[src/rtl/bat_output_uart.sv]
// Output-port UART: buffers 16-bit CPU output words in a small FIFO and sends
// each one as two 8N1 frames, low byte first.
//
// state   | meaning
// S_IDLE  | line high; pops the head word into the holding register when present
// S_START | start bit (low) for one bit time
// S_DATA  | eight data bits of the selected byte, LSB first
// S_STOP  | stop bit (high); chains to the high byte or returns to idle
module bat_output_uart #(
  parameter int DATA_WIDTH   = 16,
  parameter int FIFO_DEPTH   = 4,
  parameter int CLKS_PER_BIT = 16
) (
  input  logic                  CLK,
  input  logic                  RESET,
  input  logic [DATA_WIDTH-1:0] OUT_DATA,
  input  logic                  OUT_WR,
  output logic                  TX,
  output logic                  BUSY,
  output logic                  FULL,
  output logic                  EMPTY,
  output logic                  OVERFLOW
);

  localparam int PW = (FIFO_DEPTH > 1) ? $clog2(FIFO_DEPTH) : 1;
  localparam int CW = $clog2(FIFO_DEPTH) + 1;
  localparam int BW = (CLKS_PER_BIT > 1) ? $clog2(CLKS_PER_BIT) : 1;
  localparam logic [BW-1:0] BAUD_TC = BW'(CLKS_PER_BIT - 1);
  localparam logic [CW-1:0] DEPTH_C = CW'(FIFO_DEPTH);

  typedef enum logic [1:0] {S_IDLE, S_START, S_DATA, S_STOP} state_t;

  logic [DATA_WIDTH-1:0] mem [FIFO_DEPTH];
  logic [PW-1:0]         wr_ptr, rd_ptr;
  logic [CW-1:0]         count;
  logic                  overflow_q;

  state_t                state, state_n;
  logic [BW-1:0]         baud_cnt, baud_n;
  logic [2:0]            bit_idx, idx_n;
  logic                  byte_sel, sel_n;
  logic [DATA_WIDTH-1:0] holding;
  logic                  tx_q, tx_bit;
  logic [7:0]            cur_byte;

  logic pop, push;

  assign pop  = (state == S_IDLE) && (count != '0);
  assign push = OUT_WR && ((count != DEPTH_C) || pop);

  always_ff @(posedge CLK) begin
    if (push) mem[wr_ptr] <= OUT_DATA;
  end

  always_ff @(posedge CLK or negedge RESET) begin
    if (!RESET) begin
      wr_ptr     <= '0;
      rd_ptr     <= '0;
      count      <= '0;
      overflow_q <= 1'b0;
    end else begin
      if (push) wr_ptr <= wr_ptr + 1'b1;
      if (pop)  rd_ptr <= rd_ptr + 1'b1;
      case ({push, pop})
        2'b10:   count <= count + 1'b1;
        2'b01:   count <= count - 1'b1;
        default: count <= count;
      endcase
      if (OUT_WR && !push) overflow_q <= 1'b1;
    end
  end

  assign cur_byte = byte_sel ? holding[DATA_WIDTH-1 -: 8] : holding[7:0];

  always_ff @(posedge CLK or negedge RESET) begin
    if (!RESET) begin
      state    <= S_IDLE;
      baud_cnt <= '0;
      bit_idx  <= '0;
      byte_sel <= 1'b0;
      holding  <= '0;
      tx_q     <= 1'b1;
    end else begin
      state    <= state_n;
      baud_cnt <= baud_n;
      bit_idx  <= idx_n;
      byte_sel <= sel_n;
      if (pop) holding <= mem[rd_ptr];
      // TX follows the current state one cycle late, so the line lags the FSM
      tx_q     <= tx_bit;
    end
  end

  always_comb begin
    state_n = state;
    baud_n  = baud_cnt;
    idx_n   = bit_idx;
    sel_n   = byte_sel;
    tx_bit  = 1'b1;
    case (state)
      S_IDLE: begin
        if (count != '0) begin
          sel_n   = 1'b0;
          baud_n  = BAUD_TC;
          state_n = S_START;
        end
      end
      S_START: begin
        tx_bit = 1'b0;
        if (baud_cnt == '0) begin
          baud_n  = BAUD_TC;
          idx_n   = 3'd0;
          state_n = S_DATA;
        end else begin
          baud_n = baud_cnt - 1'b1;
        end
      end
      S_DATA: begin
        tx_bit = cur_byte[bit_idx];
        if (baud_cnt == '0) begin
          baud_n = BAUD_TC;
          if (bit_idx == 3'd7) state_n = S_STOP;
          else                 idx_n   = bit_idx + 3'd1;
        end else begin
          baud_n = baud_cnt - 1'b1;
        end
      end
      S_STOP: begin
        if (baud_cnt == '0) begin
          if (!byte_sel) begin
            sel_n   = 1'b1;
            baud_n  = BAUD_TC;
            state_n = S_START;
          end else begin
            state_n = S_IDLE;
          end
        end else begin
          baud_n = baud_cnt - 1'b1;
        end
      end
      default: state_n = S_IDLE;
    endcase
  end

  assign TX       = tx_q;
  assign BUSY     = (state != S_IDLE);
  assign FULL     = (count == DEPTH_C);
  assign EMPTY    = (count == '0);
  assign OVERFLOW = overflow_q;

endmodule

[config.mk]
export PLATFORM = sky130hd
export DESIGN_NAME = bat_output_uart
export DESIGN_NICKNAME = d
export VERILOG_FILES = /design/src/rtl/bat_output_uart.sv
export SDC_FILE = /design/constraint.sdc
export NUM_CORES = 1
export LEC_CHECK = 0
export BUFFER_PORTS_ARGS = -buffer_cell sky130_fd_sc_hd__buf_2
export CAP_MARGIN = 10
export CORE_ASPECT_RATIO = 0.8
export CORE_UTILIZATION = 40
export CTS_BUF_LIST = sky130_fd_sc_hd__clkbuf_8 sky130_fd_sc_hd__clkbuf_16
export DETAILED_ROUTE_END_ITERATION = 16
export GPL_TIMING_DRIVEN = 1
export PLACE_DENSITY_LB_ADDON = 0.05
export REMOVE_ABC_BUFFERS = 1
export SLEW_MARGIN = 30
export SYNTH_ARGS = -nofsm -noshare
export SYNTH_HDL_FRONTEND = slang
export SYNTH_SLANG_ARGS = --single-unit
[constraint.sdc]
create_clock -name CLK -period 1.8 [get_ports CLK]
set_clock_uncertainty 0.05 [all_clocks]
set_input_delay 0.45 -clock CLK [delete_from_list [all_inputs] [get_ports CLK]]
set_output_delay 0.45 -clock CLK [all_outputs]
set_load 0.02 [all_outputs]
; After elaboration in Yosys (flattened, before gate mapping)
; Memory sizes are Yosys's and may differ from the RTL's. A register that Yosys moved wholly into a read port is not among the register bits.
; Cells that the tools add are included.
[word_totals]
mem_bits_ro = 0
latchBits = 0
out_inout_bits = 5
mem_bits_rw = 64
mem_count = 1
ff_bits = 19
elab_cells = 77
[classes]
div_mod_pow = 0
reduce_logical = 19
shift = 0
bitwise = 0
addsub = 6
eq_ne = 15
n_mul = 0
order_cmp = 1
n_mux = 26
[memory_table]
columns = memory, words, word_bits, rd, rd_clocked_by_memory_dff, write_ports, line_no
row1 = mem, 4, 16, 1, 1, 1, 33  ; logic [DATA_WIDTH-1:0] mem [FIFO_DEPTH];
[op_table]
columns = op, count
row1 = 4-bit two-way mux, 4
row2 = 3-bit case mux with 2 select lines, 2
row3 = 4-bit case mux with 3 select lines, 1
row4 = 2-bit two-way mux, 5
row5 = "2-bit inequality test, second input constant", 5
row6 = 3-bit two-way mux, 3
row7 = 8-bit two-way mux, 1
row8 = 2-bit case mux with 4 select lines, 1
row9 = 2-bit nonzero test, 4
row10 = "3-bit by 1-bit adder with 3-bit output, second input constant", 2
row11 = "2-bit == test, second input constant", 3
row12 = "3-bit == test, second input constant", 2
row13 = 1-bit two-way mux, 6
row14 = "3-bit inequality test, second input constant", 2
row15 = 5-bit AND reduction, 1
row16 = "2-bit by 1-bit adder with 2-bit output, second input constant", 2
row17 = "2-bit by 1-bit == test with 1-bit output, second input constant", 2
row18 = 4-bit zero test, 1
row19 = "3-bit by 4-bit less-than comparator with 1-bit output, second input constant", 1
row20 = 1-bit case mux with 2 select lines, 2
row21 = 4-bit AND reduction, 1
row22 = "4-bit by 1-bit subtractor with 4-bit output, second input constant", 1
row23 = 1-bit binary-select mux with 3-bit select, 1
row24 = 1-bit logical AND, 3
row25 = other kinds (10), 11

; Logic depth before layout (Yosys ltp)
; Gate-level depths: netlist of the first run.
[logic_depth]
ltp_word = 6
depth_mapped = 9
ltp_nobuf = 9

; Worst setup path after synthesis of the first run
; No wires, ideal clock.
[synth_path]
kind = reg2reg
start = register state[0]
end = register count[2]
path_slack_ns = -0.164
period_less_slack_ns = 1.964
n_path_buf = 0
arrival_time_ns = 1.834
setup_ns = 0.080
stages_incl_launch_ff = 10
cell_sequence = dfrtp_1 inv_1 ha_1 o31ai_2 or2_1 fa_1 inv_1 nor3_1 a31oi_1 xnor2_1
[synth_via]
elab_chain_cells = 6
elab_cells_between_ends = 8
classes_between = eq/ne (2) / mux (1) / reduce/logical (5)
[synth_rtl]
columns = element, line_no
row1 = "start, declared", 38  ; state_t state, state_n;
row2 = "start signal, assigned", 84  ; state <= state_n;
row3 = 2-bit zero test (*), 48  ; assign pop = (state == S_IDLE) && (count != '0);
row4 = 1-bit logical AND (*), 48
row5 = 1-bit logical OR, 49  ; assign push = OUT_WR && ((count != DEPTH_C) || pop);
row6 = 1-bit logical AND, 49
row7 = 2-bit by 1-bit == test with 1-bit output / 2-bit == test (equally long branches), 64  ; case ({push, pop})
row8 = 3-bit case mux with 2 select lines / 2-bit nonzero test (equally long branches), -
row9 = "end signal, assigned", 65  ; 2'b10: count <= count + 1'b1;
row10 = "end signal, assigned", 66  ; 2'b01: count <= count - 1'b1;
row11 = "end signal, assigned", 67  ; default: count <= count;
row12 = "end, declared", 35  ; logic [CW-1:0] count;
; Mark *: on every way between the ends. The rest lies on a longest branch, timed or not.
; A chain may end at the register's enable or synchronous reset.

; Worst setup path after layout of the first run
[layout_path]
start = register state[1]
end = register count[2]
; Same word-level chain as after synthesis.

==> qor.csv, run 1 <==
metric,value,unit
outcome,"finished, violations left",
violations,negative setup slack,
start_util,0.4099,
max_stage_delay,0.39,ns
wire_per_inst,16.90,um
drive_gt1_frac,0.4262,
grt_pass1_vias,2203,
stdcell_area,5102,sq um
gr-total-overflow,0,
timing.final.crit_share,1.020,
path_clk_slew,0.07,ns
synthDistinctLibCells,44,
synth_area_leaders,"edfxtp_1 (46%), dfrtp_1 (20%), mux4_2 (11%), mux2_2 (4.3%), ha_1 (3.6%)",
antenna_found_initial,0,
fmax,0.5447,GHz
async_flop_share,0.3535,
cap_violations,0,
syn2layout_area_growth,21.55,%
tritoncts,done,
synth.most_common_cell,edfxtp_1,
yosysWarnings,0,
synth_ff_type,edfxtp_1,
finalSetupViolations,2,
grt_pass1_wl,11.91,mm
coreArea,10240,sq um
drt_first_pass_iters,4,
finalCriticalPeriod,1.836,ns
slowest_stage,dfrtp_1,
crit_family,adder cells,
die_y,93.63,um
cts_num_sinks,99,
synth_top_cell_area_share,0.4578,
worst_slew_pin_slew,0.4634,ns
drv_slew,0,
synth-seq-cells,99,
grt_max_degree,22,
tns,-0.04800,ns
seq_area_frac_synth,0.6668,
yosys-top-cells-count,"edfxtp_1 (64), dfrtp_1 (34), mux4_2 (20)",
finalHoldViolations,0,
syn_avg_cell_area,17.49,sq um
worstHoldPathType,input port to asynchronous set/reset pin,
place_ws,-0.1708,ns
cts_root_buf,clkbuf_16,
power_density,1663,nW/um^2
die_w,116.5,um
drtIter0Drc,76,
synth_edf_count,64,
io_pins,24,
path_common_cell,inv_2,
totalPowerFinal,8483,uW
gp_congestion,0.7162,
critPathLaunchType,register,
cts_buffers,9,
via_per_inst,4.879,
leakage,0.001960,uW
arrival,2.01,ns
peakVddDrop,700.5,uV
ant_nets,0,
num_antenna_cells,0,
postCtsHoldBufs,0,
track_usage,0.1547,
rsz0062_at_grt,true,
slew_headroom,0.6867,
place.port_buffers,23,
required,1.97,ns
crit_fanout,3,
wirelength,7.519,mm
path_cells,inv_2 -> ha_4 -> o31ai_4 -> or2_1 -> fa_2 -> inv_2 -> nor3_2 -> a31oi_1 -> xnor2_1,
nNetsFinal,332,
syn-cell-area,4198,sq um
htreeDepth,3,
clk-insertion-delay-late,0.34,ns
place_area,4730,sq um
dp.final_hpwl,5.038,mm
crit_buf_inv,2,
clock_path_buffers,2,
setup_ws,-0.03596,ns
vias,2171,
critPathKind,register to register,
num_rows,33,
route.detailed.drc,0,
crit_path_end_kind,register,
postSynthCellCount,240,
yosysTopAreaCell,edfxtp_1,
die-area,10910,sq um
-- report_power, final --
| group | internal (uW) | switching (uW) | total, uW |
|---|---|---|---|
| clock network | 1090 | 826 | 1910 |
| logic | 1660 | 1420 | 3070 |
| registers | 3140 | 356 | 3500 |
| total | 5880 | 2600 | 8480 |
-- worst reg2reg max path, stage by stage (launching register included) --
cell     delay, ns
dfrtp_1       0.39
inv_2         0.09
ha_4          0.16
o31ai_4       0.07
or2_1         0.24
fa_2          0.34
inv_2         0.07
nor3_2        0.04
a31oi_1       0.18
xnor2_1       0.10
-- state kept, by name, indices dropped and copies added (netlist names) --
name      cells
mem          64
holding      16
baud_cnt      4
bit_idx       3
count         3
rd_ptr        2
state         2
wr_ptr        2
OVERFLOW      1
TX            1
byte_sel      1
-- per-layer routing --
layer	GRT usage	vias to the layer above	wire [um]
li1	-	1047	-
met1	0.2105	1092	3716
met2	0.2322	25	3478
met3	0.05509	7	240
met4	0.04747	0	82
met5	0	-	0
-- final timing paths --
path | startpoint | slack, ns | endpoint | cells after the start
max | state[1] | -0.04 | count[2] | 9
min | RESET | 0.005 | OVERFLOW | 1
max reg2reg | state[1] | -0.04 | count[2] | 9
min reg2reg | OVERFLOW | 0.41 | OVERFLOW | 1
max in group asynchronous | RESET | 1.17 | holding[4] | 2
min in group CLK | OUT_DATA[7] | 0.27 | mem[3][7] | 1
-- placed cells by master, fill, tap and decap left out, types with 2 or more instances in the layout --
cell type	Yosys	routed
buf_12	0	3
xnor2_1	4	4
inv_1	14	11
a22o_1	3	3
mux2_2	16	16
nor3_2	0	2
inv_2	0	4
nand2_1	6	6
a31oi_1	3	3
buf_6	4	2
mux2i_1	3	3
nor2_1	4	4
ha_1	12	11
dfrtp_1	34	31
a21o_1	2	2
buf_2	3	22
o21ai_0	6	5
clkinv_4	0	2
buf_4	1	27
mux4_2	20	20
and2_4	0	7
o21a_1	2	2
dfrtp_2	0	3
nor4b_1	2	2
clkbuf_16	0	9
a21oi_1	5	5
edfxtp_1	64	64
nand3_1	2	2
-- cells by family after synthesis --
family | count (synthesis) | synth area share
DFF | 99 | 0.6668
buffers and inverters | 22 | 0.02861
muxes | 40 | 0.1601
and+or+nand+nor | 31 | 0.04471
adders and majority gates | 13 | 0.04054
xor gates and xnor gates | 5 | 0.01043
AOI/OAI and AO/OA | 30 | 0.04888
-- area by class of cell --
type / count / area [sq um]
Sequential cell: 99 / 2803
Clock buffer: 9 / 225.2
Multi-Input combinational cell: 122 / 1375
Timing Repair Buffer: 54 / 395.4
Inverter: 14 / 52.55
Tap cell: 140 / 175.2
Clock inverter: 7 / 76.32
Fill cell: 900 / 5137
-- repair_timing --
action,CTS,global route
resized for setup,13,15
endpoints found under the hold margin,0,0
setup endpoints to repair,73,76
buffers inserted,0,4
gates cloned,0,3
pin swaps,3,5
-- stage by stage --
stage	instances	hold slack [ns]	util
after floorplan	232	0.1044	-
after global placement	425	0.3812	0.4619
after detailed placement	425	0.3843	0.4619
after CTS	441	0.01124	0.4951
after global routing	445	0.02209	0.4983
final	445	0.005305	0.4983
Note: power is estimated with default switching activity, not from simulation.
==> run 2, diff against run 1 <==
- clock period: 1.8 -> 2.3 ns (I/O delays scaled with it)
==> run 2 against run 1 <==
  * The flow now finishes without violations
  * Sequential power shrank 22%
  * Power shrank 26%
  * Final cell count shrank 4.5%
  * Via count shrank 3.6%
  * Clock power shrank 23%
  * Hold slack gained 0.19 ns
  * Largest power group unchanged
  * Highest routed layer unchanged
==> qor.csv, run 2 (synthesized netlist as in run 1, its figures left out) <==
metric,value,unit,change
finalHoldViolations,0,,unchanged
path_cells,inv_1 -> ha_2 -> o31ai_4 -> or2_1 -> fa_1 -> inv_1 -> nor3_1 -> a31oi_1 -> xnor2_1,,
coreArea,10240,sq um,unchanged
critPathLaunchType,register,,
place_area,4554,sq um,-3.7%
crit_fanout,6,,+3
drv_slew,0,,unchanged
nNetsFinal,313,,-5.7%
num_rows,33,,unchanged
setup_ws,0.2073,ns,+0.2432 ns
reg_top3,"mem x64, holding x16, baud_cnt x4",,
vias,2092,,-3.6%
ant_nets,0,,unchanged
crit_family,adder cells,,
place.port_buffers,23,,unchanged
crit_buf_inv,2,,unchanged
rsz0062_at_grt,false,,
grt_pass1_vias,2258,,+2.5%
regMostFlops,mem,,
outcome,completed,,
dp.final_hpwl,5.023,mm,-0.30%
worst_slew_pin_slew,0.6114,ns,+0.1480 ns
grt_util_met2,0.2599,,+0.02761
die_w,116.5,um,unchanged
cts_root_buf,clkbuf_16,,
finalCriticalPeriod,2.093,ns,+0.2568 ns
die_y,93.63,um,unchanged
gr-usage-met3,0.04083,,-0.01426
fmax,0.4778,GHz,-12%
start_util,0.4099,,unchanged
tns,0,ns,+0.04800 ns
grt_max_degree,26,,+18%
critPathKind,register to register,,
postCtsHoldBufs,0,,unchanged
drive_gt1_frac,0.3333,,-0.09290
r2r-start,state[0],,
path_common_cell,inv_1,,
tritoncts,done,,
gr-total-overflow,0,,unchanged
grt_pass1_wl,12.16,mm,+2.1%
die-area,10910,sq um,unchanged
htreeDepth,3,,unchanged
clk-insertion-delay-late,0.34,ns,about the same
crit_path_end_kind,register,,
route.detailed.drc,0,,unchanged
path_clk_slew,0.07,ns,about the same
largest_register_ffs,64,,unchanged
grt_busiest_layer,met2,,
required,2.52,ns,+0.55 ns
slew_headroom,0.5924,,-0.09431
totalPowerFinal,6275,uW,-26%
num_antenna_cells,0,,unchanged
wirelength,7.334,mm,-2.5%
cts_buffers,9,,unchanged
cts_num_sinks,99,,unchanged
place_ws,-0.04743,ns,+0.1234 ns
use_met1,0.1966,,-0.01386
arrival,2.31,ns,+0.30 ns
clock_path_buffers,2,,unchanged
final_util,0.4736,,-0.02468
leakage,0.001832,uW,-6.6%
stdcell_area,4850,sq um,-5.0%
cap_violations,0,,unchanged
layout_common_cells,"edfxtp_1 (64), dfrtp_1 (34), buf_2 (23), mux4_2 (20), mux2_2 (16)",,
power_density,1294,nW/um^2,-22%
io_pins,24,,unchanged
syn2layout_area_growth,15.53,%,
wire_per_inst,17.26,um,+2.1%
antenna_found_initial,0,,unchanged
final_common_cell,edfxtp_1,,
peakVddDrop,594.7,uV,-15%
timing.final.crit_share,0.9099,,-0.1101
reg2reg_slack,0.21,ns,+0.24 ns
drtIter0Drc,68,,-11%
track_usage,0.1567,,+0.002020
gp_congestion,0.7258,,+1.3%
worstRegToRegCells,9,,unchanged
via_per_inst,4.922,,+0.90%
rr_endpoint,count[2],,
drt_first_pass_iters,4,,unchanged
slowest_stage,dfrtp_1,,
max_stage_delay,0.42,ns,+0.03 ns
finalSetupViolations,0,,-2
worstHoldPathType,input port to asynchronous set/reset pin,,
run 2: changes by cell type in the layout (fill, tap and decap cells not counted), sizes merged:
cell | before | now
inv | 17 | 16
and2 | 8 | 5
buf | 54 | 38
run 2: metal layers:
layer / up-vias / share of wire
met2: 31 / 0.50
met1: 1046 / 0.45
met4: 0 / 0.015
li1: 1007 / -
met5: - / 0
met3: 8 / 0.029
run 2: worst max-delay path by stage:
stage / cells past startpoint / slack [ns] / from / endpoint
floorplan: 7 / -0.18 / count[1] / count[2]
global placement: 6 / 0.01 / state[0] / mem[2][6]
detailed placement: 6 / -0.05 / state[0] / mem[2][6]
CTS: 9 / 0.12 / state[0] / count[2]
global route: 9 / 0.06 / state[0] / count[2]
finish: 9 / 0.21 / state[0] / count[2]
run 2: per-stage QoR:
step / hold slack (ns) / std cells
detailed placement: 0.4085 / 410
floorplan: 0.2294 / 232
CTS: 0.2002 / 425
global placement: 0.4205 / 410
finish: 0.1930 / 425
global route: 0.2289 / 425
run 2: report_power, final:
| part | internal (uW) | switching, uW | total [uW] |
|---|---|---|---|
| combinational | 1070 | 988 | 2060 |
| clock | 840 | 628 | 1470 |
| sequential | 2450 | 290 | 2740 |
| total | 4370 | 1910 | 6270 |
run 2: final cells by class:
| type | count | area, sq um |
|---|---|---|
| sequential | 99 | 2799 |
| clock inverter | 6 | 65.06 |
| timing repair buffer | 38 | 240.2 |
| clock buffer | 9 | 225.2 |
| inverter | 14 | 52.55 |
| tap | 140 | 175.2 |
| multi-input combinational | 119 | 1292 |
| fill | 917 | 5390 |
run 2: worst register-to-register path, stage by stage (launching register included):
cell     delay [ns]
dfrtp_1        0.42
inv_1          0.14
ha_2           0.28
o31ai_4        0.09
or2_1          0.24
fa_1           0.37
inv_1          0.08
nor3_1         0.05
a31oi_1        0.17
xnor2_1        0.13
run 2: what timing repair did:
action,CTS,global route
resized for setup,1,1
setup endpoints to repair,55,5
setup buffers,0,0
